## src/rtl/led_scheduler.sv

```systemverilog
// led_scheduler: background LED pattern generator (off/on/blink/chase) with a
// prescaled tick, plus a priority flash requester that temporarily owns the
// LEDs and then hands them back to the frozen background pattern.
module led_scheduler #(
    parameter int DIV         = 3_000_000,
    parameter int FLASH_TICKS = 4
) (
    input  logic       clk,
    input  logic       rst,
    input  logic [1:0] mode,
    input  logic       mode_valid,
    output logic       mode_ready,
    input  logic       flash_req,
    input  logic [2:0] flash_pattern,
    output logic       flash_ack,
    output logic       flash_done,
    output logic       LED1,
    output logic       LED2,
    output logic       LED3
);

    localparam int CW = $clog2(DIV);
    localparam int FW = (FLASH_TICKS > 1) ? $clog2(FLASH_TICKS) : 1;

    localparam logic [1:0] M_OFF   = 2'd0;
    localparam logic [1:0] M_ON    = 2'd1;
    localparam logic [1:0] M_BLINK = 2'd2;
    localparam logic [1:0] M_CHASE = 2'd3;

    typedef enum logic {S_RUN, S_FLASH} state_t;

    state_t        r_state, w_state;
    logic [1:0]    r_mode,  w_mode;
    logic [2:0]    r_pat,   w_pat;
    logic          r_dir,   w_dir;    // chase direction: 0 = up (toward LED3), 1 = down
    logic [CW-1:0] r_cnt,   w_cnt;
    logic [FW-1:0] r_fcnt,  w_fcnt;
    logic [2:0]    r_fpat,  w_fpat;
    logic [2:0]    r_led,   w_led;
    logic          r_ack,   w_ack;
    logic          r_done,  w_done;

    logic          w_tick;
    logic [2:0]    w_chase;
    logic          w_chase_dir;
    logic [2:0]    w_adv;

    assign w_tick     = (r_cnt == CW'(DIV - 1));
    assign mode_ready = (r_state == S_RUN) && !flash_req;

    // One chase step; direction flips as the walker lands on either end.
    assign w_chase     = r_dir ? (r_pat >> 1) : (r_pat << 1);
    assign w_chase_dir = (w_chase == 3'b100) ? 1'b1 :
                         (w_chase == 3'b001) ? 1'b0 : r_dir;

    // Pattern value after one tick in the current mode.
    always_comb begin
        w_adv = r_pat;
        case (r_mode)
            M_BLINK: w_adv = ~r_pat;
            M_CHASE: w_adv = w_chase;
            default: w_adv = r_pat;
        endcase
    end

    // Next-state and output logic; flash wins over mode, mode wins over tick.
    always_comb begin
        w_state = r_state;
        w_mode  = r_mode;
        w_pat   = r_pat;
        w_dir   = r_dir;
        w_cnt   = w_tick ? CW'(0) : r_cnt + 1'b1;
        w_fcnt  = r_fcnt;
        w_fpat  = r_fpat;
        w_led   = r_led;
        w_ack   = 1'b0;
        w_done  = 1'b0;
        case (r_state)
            S_RUN: begin
                if (flash_req) begin
                    // Background pattern and direction stay frozen in r_pat/r_dir.
                    w_state = S_FLASH;
                    w_fpat  = flash_pattern;
                    w_fcnt  = '0;
                    w_cnt   = '0;
                    w_led   = flash_pattern;
                    w_ack   = 1'b1;
                end else if (mode_valid) begin
                    w_mode = mode;
                    w_cnt  = '0;
                    w_dir  = 1'b0;
                    case (mode)
                        M_OFF:   w_pat = 3'b000;
                        M_ON:    w_pat = 3'b111;
                        M_BLINK: w_pat = 3'b111;
                        default: w_pat = 3'b001;
                    endcase
                    w_led = w_pat;
                end else if (w_tick) begin
                    w_pat = w_adv;
                    if (r_mode == M_CHASE)
                        w_dir = w_chase_dir;
                    w_led = w_adv;
                end
            end
            default: begin
                if (w_tick) begin
                    if (r_fcnt == FW'(FLASH_TICKS - 1)) begin
                        w_state = S_RUN;
                        w_led   = r_pat;
                        w_done  = 1'b1;
                        w_cnt   = '0;
                    end else begin
                        w_fcnt = r_fcnt + 1'b1;
                    end
                end
            end
        endcase
    end

    // State register; reset returns everything to RUN/OFF with LEDs dark.
    always_ff @(posedge clk) begin
        if (rst) begin
            r_state <= S_RUN;
            r_mode  <= M_OFF;
            r_pat   <= 3'b000;
            r_dir   <= 1'b0;
            r_cnt   <= '0;
            r_fcnt  <= '0;
            r_fpat  <= 3'b000;
            r_led   <= 3'b000;
            r_ack   <= 1'b0;
            r_done  <= 1'b0;
        end else begin
            r_state <= w_state;
            r_mode  <= w_mode;
            r_pat   <= w_pat;
            r_dir   <= w_dir;
            r_cnt   <= w_cnt;
            r_fcnt  <= w_fcnt;
            r_fpat  <= w_fpat;
            r_led   <= w_led;
            r_ack   <= w_ack;
            r_done  <= w_done;
        end
    end

    assign flash_ack  = r_ack;
    assign flash_done = r_done;
    assign LED1       = r_led[0];
    assign LED2       = r_led[1];
    assign LED3       = r_led[2];

endmodule

```

## config.mk

```make
export PLATFORM = sky130hd
export DESIGN_NAME = led_scheduler
export DESIGN_NICKNAME = d
export VERILOG_FILES = /design/src/rtl/led_scheduler.sv
export SDC_FILE = /design/constraint.sdc
export NUM_CORES = 1
export LEC_CHECK = 0
export ABC_CLOCK_PERIOD_IN_PS = 4210
export CAP_MARGIN = 10
export CELL_PAD_IN_SITES_DETAIL_PLACEMENT = 1
export CELL_PAD_IN_SITES_GLOBAL_PLACEMENT = 2
export CORE_ASPECT_RATIO = 0.5
export CORE_MARGIN = 3
export CORE_UTILIZATION = 32
export DETAILED_ROUTE_END_ITERATION = 10
export GPL_TIMING_DRIVEN = 0
export PLACE_DENSITY = 0.83
export SYNTH_ARGS = -nofsm -noshare
export SYNTH_HDL_FRONTEND = slang
export SYNTH_SLANG_ARGS = --single-unit
```

## constraint.sdc

```tcl
create_clock -name clk -period 4.21 [get_ports clk]
set_input_delay 0.421 -clock clk [delete_from_list [all_inputs] [get_ports clk]]
set_output_delay 0.421 -clock clk [all_outputs]
set_load 0.005 [all_outputs]
```

### Yosys cells after proc, flatten, opt, wreduce, memory -nomap -nowiden

Cells that the tools add are included.

| word-level totals | value |
|---|---|
| flip-flop bits (word level) | 36 |
| memory bits (writable) | 0 |
| input port bits | 9 |
| output and inout bits | 6 |
| bits in latches | 0 |
| memory bits (read-only) | 0 |
| memories | 0 |
| logic and storage cells | 71 |

| cells by class | value |
|---|---|
| reductions and logical operators | 16 |
| multiply operators | 0 |
| mux-type cells | 29 |
| equal/unequal tests | 11 |
| $add $sub $neg | 2 |
| div/mod/pow operators | 0 |
| bitwise operators | 4 |
| magnitude comparators | 0 |
| shift operators | 0 |

Operators by type and width:

| kind | number |
|---|---|
| 22-bit two-way mux | 6 |
| 22-bit by 1-bit adder with 22-bit output (second input constant) | 1 |
| 22-bit equality test (second input constant) | 1 |
| 3-bit two-way mux | 7 |
| 3-bit one-hot mux with 2 select lines | 2 |
| 3-bit AND reduction | 4 |
| 1-bit two-way mux | 10 |
| 2-bit equality test (second input constant) | 4 |
| 2-bit two-way mux | 4 |
| 2-bit nonzero test | 3 |
| 3-bit nonzero test | 2 |
| 5-bit AND reduction | 1 |
| 2-bit by 1-bit != test with 1-bit output (second input constant) | 2 |
| 2-bit OR reduction | 2 |
| 3-bit by 1-bit equality test with 1-bit output (second input constant) | 1 |
| 3-bit equality test (second input constant) | 1 |
| 1-bit inverter | 3 |
| 3-bit inverter | 1 |
| 3-bit OR reduction | 1 |
| 2-bit by 1-bit adder with 2-bit output (second input constant) | 1 |
| 2-bit by 1-bit equality test with 1-bit output (second input constant) | 1 |
| 2-bit logical NOT | 1 |
| 2-bit != test (second input constant) | 1 |
| 1-bit logical AND | 1 |
| 1-bit logical NOT | 1 |

### Logic depth before layout (Yosys ltp)

Gate-level depths: netlist of the first run.

| depth | value |
|---|---|
| word-level depth | 7 |
| depth in mapped cells | 7 |
| depth with buffers taken out | 7 |

### Least setup slack after synthesis of the first run

Ideal clock, no wire load.

| timing | value |
|---|---|
| path kind | register -> register |
| from | register r_cnt[6] |
| to | register r_pat[2] |
| stages on the path, launching flop included | 7 |
| clock period less this slack | 1.601 ns |
| arrival | 1.477 ns |
| path buffers | 1 |
| setup slack | 2.609 ns |
| cell sequence | dfxtp_1 > buf_6 > nor4b_4 > and4b_4 > a21oi_4 > nor3_4 > mux2_1 |

| on the way | value |
|---|---|
| cells in the longest elaborated chain, start to end | 3 |

RTL lines:

| item | line | RTL |
|---|---|---|
| start, declared | 36 | `logic [CW-1:0] r_cnt, w_cnt;` |
| start signal, assigned | 139 | `r_cnt <= w_cnt;` |
| 22-bit equality test | 48 | `assign w_tick = (r_cnt == CW'(DIV - 1));` |
| 2-bit nonzero test (no line) | -- |  |
| 3-bit AND reduction (no line) | -- |  |
| end signal, assigned | 137 | `r_pat <= w_pat;` |
| end, declared | 34 | `logic [2:0] r_pat, w_pat;` |

No other way between the ends.
A chain may end at the register's enable or synchronous reset.

### Worst setup path after layout of the first run

| timing | value |
|---|---|
| from | register r_state |
| to | output mode_ready |

| on the way | value |
|---|---|
| cells in the longest elaborated chain, start to end | 2 |

RTL lines:

| item | line | RTL |
|---|---|---|
| start, declared | 32 | `state_t r_state, w_state;` |
| start signal, assigned | 135 | `r_state <= w_state;` |
| 1-bit inverter (no line) | -- |  |
| 1-bit logical AND | 49 | `assign mode_ready = (r_state == S_RUN) && !flash_req;` |
| end, declared | 12 | `output logic mode_ready,` |

No other way between the ends.

==> results.yml, run 1 <==
synthesis:
  muxShareOfSynthArea: 0.01782
  yosysWarnings: 0
  synthXorXnorAreaFrac: 0.09596
  synth_top_family_by_area: "simple AND/OR/NAND/NOR gates"
  ys_types: 49
  ys_ff_latch: 36
  synth_edf_count: 0
  synthAdderAreaFrac: 0.02056
  synth_compound_gate_area_share: 0.1199
  yosysSeqAreaShare: 0.3948
  synth_area_um2: 1826
  async_flop_share: 0
  avgSynthCellArea_um2: 8.652
  synthSimpleGateAreaFrac: 0.3050
  syn-num-nets: 223
  synth_top_flop_cell: "dfxtp_1"
  syn-instance-count: 211
routing:
  drt_iter0_markers: 56
  ant_nets: 0
  postRouteWirelength_um: 4447
  first_pass_iters: 5
  wl_per_cell_um: 14.77
  drc: 0
  viasPerCell: 5.229
  vias: 1574
global_routing:
  grt_pass1_wl_um: 7741
  antenna_found_initial: 0
  grt_pass1_vias: 1606
  grt_max_degree: 11
  grt-ovfl-total: 0
  track_usage: 0.1477
finish:
  nets: 243
  synthToLayoutAreaGrowth_pct: 20.29
  n_fill_cell: 620
  final_cell_mix: "dfxtp_1, nor2_1, xor2_1"
  antenna-diode-count: 0
  final_common_cell: "dfxtp_1"
  drive_gt1_frac: 0.1212
power:
  cellLeakagePower_nw: 0.8096
  total_power_uw: 801.9
  powerDensity_nw_per_um2: 365.2
  vdd_ir_drop_max_v: 0.0001396
clock_network:
  post_cts_resized: 0
  cts.sinks: 36
  cts_made_buffers: 5
  clock_latency_ns: 0.28
  htree_levels: 2
  cts_tree: "done"
  clk_path_buf_depth: 2
  cts_setup_buffers: 0
  ctsHoldBuffers: 0
  root_buffer: "clkbuf_16"
  clkTransAtPathRegs_ns: 0.06
min_path:
  hold_depth: 2
  hold_end: "r_led[2]"
  min_from: "r_led[2]"
  hold_class: "flip-flop to flip-flop"
place:
  gp_congestion: 0.7833
  port_buffers: 13
  hpwl_um: 3285
flow_run:
  timing.max_cap.violations: 0
sta:
  period_needed_ns: 1.986
  relSlewSlack: 0.7161
  rsz0062_at_grt: "no"
  finalHoldViolCount: 0
  setup_viol: 0
  fin_crit_sh: 0.4717
  maxSlewViolCount: 0
  worst_slew_pin_slew_ns: 0.4258
  tns_ns: 0
  max_freq_mhz: 503.6
  skew_ns: 0.007791
floorplanning:
  ios: 15
  initial_core_util: 0.3509
  die_w_um: 112.8
  die-area_um2: 6702
  fp-row-count: 18
  core_um2: 5202
  die_y_um: 59.41
critical_path:
  r2r_cells: 5
  startpoint_type: "flip-flop"
  regToRegStartpoint: "r_cnt[8]"
  cp.required_ns: 3.79
  worstSetupEndpointType: "output port"
  crit_type: "flip-flop to output port"
  cp.arrival_ns: 1.56
  r2r_slack_ns: 2.40
  r2r_end: "r_cnt[14]"
  cp_max_fo: 9
run_status:
  status: "complete, no violations"
==> cell type report <==
cell class | instances | area (µm²) | share of cell area
plain buffers | 11 | 57.56 | 0.02621
clock buffers | 7 | 152.6 | 0.06952
inverters | 7 | 26.28 | 0.01197
multi-input cells | 157 | 1021 | 0.4650
flip-flops and latches | 36 | 720.7 | 0.3282
well taps | 70 | 87.58 | 0.03989
repair buffers | 13 | 130.1 | 0.05926
==> how the worst max path moves through the flow <==
stage                    start    endpoint  cells after the start
floorplan             r_cnt[6]    r_pat[2]                      6
global placement    mode_valid    r_led[2]                      7
detailed placement     mode[0]    r_pat[2]                      7
CTS                    r_state  mode_ready                      2
global route           r_state  mode_ready                      2
finish                 r_state  mode_ready                      2
==> routing by layer <==
layer | GRT usage | routed length (µm) | vias up
li1 | - | - | 785
met1 | 0.1850 | 2209 | 775
met2 | 0.2441 | 2113 | 12
met3 | 0.03874 | 110 | 2
met4 | 0.06507 | 14 | 0
met5 | 0 | 0 | -
==> power by group <==
part | total (mW) | leakage (nW) | switching (mW) | internal [mW]
clock | 0.386 | 0.0760 | 0.138 | 0.248
sequential | 0.354 | 0.292 | 0.00596 | 0.348
combinational | 0.0618 | 0.442 | 0.0343 | 0.0275
==> registers in the layout, indices dropped and copies added, names as in the netlist <==
| signal | flops |
|---|---|
| r_led | 3 |
| r_mode | 2 |
| r_fcnt | 2 |
| r_dir | 1 |
| flash_done | 1 |
| r_state | 1 |
| flash_ack | 1 |
| r_pat | 3 |
| r_cnt | 22 |
==> Yosys cell counts, drive strengths merged, types with 2 or more instances <==
library cell	n	share of area
nor4b	2	0.018
dfxtp	36	0.39
nor3	7	0.032
nand4	7	0.024
a21oi	5	0.020
nand3	16	0.044
nor4	3	0.014
nand2	17	0.035
o221a	2	0.012
xnor2	2	0.0096
a31o	2	0.0096
xor2	18	0.086
clkbuf	3	0.0062
nor2b	4	0.014
o21ai	6	0.016
buf	8	0.025
and4	2	0.0096
ha	3	0.021
mux2	2	0.012
and3	6	0.021
a31oi	2	0.0069
inv	7	0.014
o31ai	2	0.0082
nor2	32	0.067
nor3b	2	0.0082
==> metrics by stage <==
| stage | setup slack (ns) | area (µm²) | hold slack, ns | instances | utilization |
|---|---|---|---|---|---|
| finish | 2.224 | 2196 | 0.4664 | 301 | 0.4221 |
| floorplan | 2.609 | 1826 | 0.4375 | 211 | - |
| global route | 2.127 | 2196 | 0.4836 | 301 | 0.4221 |
| detailed placement | 2.251 | 2043 | 0.4577 | 294 | 0.3927 |
| CTS | 2.202 | 2196 | 0.4661 | 301 | 0.4221 |
| global placement | 2.246 | 2043 | 0.4502 | 294 | 0.3927 |
==> critical path: stages (launching register included) <==
cell and delay [ns]:
dfxtp_1 0.34, nor2_2 0.36, clkdlybuf4s50_1 0.58
==> cell families (layout without fill, tap and decap cells) <==
family | count (synthesis) | after routing
compound gates | 29 | 29
xor+xnor | 20 | 20
fa+ha+maj | 3 | 3
buf+inv | 18 | 38
flops | 36 | 36
mux | 3 | 3
simple gates | 102 | 102
Power figures use the tool's default switching activity.
==> run 2: changes to the inputs <==
==> config.mk (replaced) <==
export PLATFORM = sky130hd
export DESIGN_NAME = led_scheduler
export DESIGN_NICKNAME = d
export VERILOG_FILES = /design/src/rtl/led_scheduler.sv
export SDC_FILE = /design/constraint.sdc
export NUM_CORES = 1
export LEC_CHECK = 0
export ABC_CLOCK_PERIOD_IN_PS = 1600
export CAP_MARGIN = 10
export CELL_PAD_IN_SITES_DETAIL_PLACEMENT = 1
export CELL_PAD_IN_SITES_GLOBAL_PLACEMENT = 2
export CORE_ASPECT_RATIO = 0.5
export CORE_MARGIN = 3
export CORE_UTILIZATION = 31
export DETAILED_ROUTE_END_ITERATION = 10
export GPL_TIMING_DRIVEN = 0
export PLACE_DENSITY = 0.84
export SYNTH_ARGS = -nofsm -noshare
export SYNTH_HDL_FRONTEND = slang
export SYNTH_SLANG_ARGS = --single-unit
==> constraint.sdc (replaced) <==
create_clock -name clk -period 1.6 [get_ports clk]
set_input_delay 0.16 -clock clk [delete_from_list [all_inputs] [get_ports clk]]
set_output_delay 0.16 -clock clk [all_outputs]
set_load 0.005 [all_outputs]
==> results.yml, run 2 (synthesis gave the netlist of run 1 again) <==
sta:
  period_needed_ns: 1.721
  rsz0062_at_grt: "yes"
  tns_ns: -0.3181
  finalHoldViolCount: 0
  skew_ns: 0.007863
  relSlewSlack: 0.6817
  worst_slew_pin_slew_ns: 0.4775
  maxSlewViolCount: 0
  fin_ws_ns: -0.1212
  fin_crit_sh: 1.076
  setup_viol: 5
  max_freq_mhz: 581.0
finish:
  largest_register_ffs: 22
  antenna-diode-count: 0
  top_register: "r_cnt"
  reg_top3: "r_cnt (22), r_led (3), r_pat (3)"
  utilization: 0.4318
  drive_gt1_frac: 0.2459
  final_common_cell: "nor2_1"
  final_cell_mix: "nor2_1, dfxtp_1, xor2_1"
  final_cells: 317
  nets: 255
  synthToLayoutAreaGrowth_pct: 32.15
  n_fill_cell: 645
clock_network:
  cts_tree: "done"
  root_buffer: "clkbuf_16"
  cts_made_buffers: 5
  clk_path_buf_depth: 2
  ctsHoldBuffers: 0
  clkTransAtPathRegs_ns: 0.06
  clock_latency_ns: 0.28
  htree_levels: 2
  cts.sinks: 36
routing:
  drc: 0
  viasPerCell: 5.230
  vias: 1658
  ant_nets: 0
  postRouteWirelength_um: 4777
  wl_per_cell_um: 15.07
  first_pass_iters: 4
  drt_iter0_markers: 29
floorplanning:
  ios: 15
  core_um2: 5587
  initial_core_util: 0.3268
  die_y_um: 60.26
  die_w_um: 114.5
  die-area_um2: 6901
  fp-row-count: 19
global_routing:
  antenna_found_initial: 0
  track_usage: 0.1415
  grt_max_degree: 12
  grt-ovfl-total: 0
  grt_pass1_wl_um: 7686
  grt_pass1_vias: 1620
critical_path:
  critical_path.startpoint: "r_cnt[8]"
  r2r_slack_ns: -0.12
  cp_max_fo: 5
  worstSetupEndpointType: "flip-flop"
  regToRegStartpoint: "r_cnt[8]"
  startpoint_type: "flip-flop"
  cp.arrival_ns: 1.89
  worstSetupEndpoint: "r_pat[2]"
  r2r_cells: 6
  cp.required_ns: 1.77
  r2r_end: "r_pat[2]"
  crit_type: "flip-flop to flip-flop"
min_path:
  hold_class: "primary input to flip-flop"
place:
  hpwl_um: 3200
  gp_congestion: 0.7312
  placed_cells: 297
  port_buffers: 13
run_status:
  status: "finished with violations"
  violations: "negative setup slack"
power:
  vdd_ir_drop_max_v: 0.0005563
  cellLeakagePower_nw: 0.8968
  powerDensity_nw_per_um2: 924.8
flow_run:
  timing.max_cap.violations: 0
## run 2: final cells by class
| type | count | area [µm²] | share of cell area |
|---|---|---|---|
| repair buffers | 27 | 239.0 | 0.09907 |
| flip-flops and latches | 36 | 740.7 | 0.3071 |
| clock inverters | 2 | 35.03 | 0.01452 |
| inverters | 7 | 26.28 | 0.01089 |
| clock buffers | 6 | 128.9 | 0.05342 |
| multi-input cells | 157 | 1101 | 0.4564 |
| plain buffers | 9 | 50.05 | 0.02075 |
| well taps | 73 | 91.34 | 0.03786 |
## run 2: repair_timing
action	CTS	global route
setup endpoints to repair	24	32
buffers inserted	5	9
gates resized for setup	20	13
pin swaps	6	7
## run 2: layer usage
metal,wire (µm),up-vias,track usage
li1,-,816,-
met1,2155,806,0.1721
met2,2379,28,0.2523
met3,171,8,0.02730
met4,70,0,0.05245
met5,0,-,0
## run 2: worst min path at each step
stage,from,endpoint,slack [ns],depth (start not counted)
after detailed placement,r_led[2],r_led[2],0.46,2
after CTS,flash_req,flash_ack,0.26,3
final,flash_req,flash_ack,0.27,3
after global routing,flash_req,flash_ack,0.27,3
after global placement,r_led[2],r_led[2],0.45,2
after floorplan,mode[0],r_mode[0],0.31,2
## run 2: where the power goes
part,internal [mW],total (mW),switching (mW)
registers,0.910,0.931,0.0204
clock network,0.733,1.11,0.375
logic,0.0945,0.193,0.0981
total,1.74,2.23,0.493
## run 2: metrics by stage
step	power (mW)	hold slack [ns]	worst slack, ns	area [µm²]
detailed placement	1.116	0.4554	-0.1347	2047
CTS	2.236	0.2557	-0.05141	2292
global placement	1.111	0.4491	-0.1114	2047
finish	2.231	0.2667	-0.1212	2412
global route	2.319	0.2714	-0.2251	2412
floorplan	1.043	0.3075	0.001555	1826
## run 2: critical path: stages, from the launching register on
cell,delay [ns]
dfxtp_4,0.36
nor4b_4,0.27
and4b_4,0.28
buf_4,0.13
a21oi_4,0.06
nor3_4,0.21
mux2_4,0.32
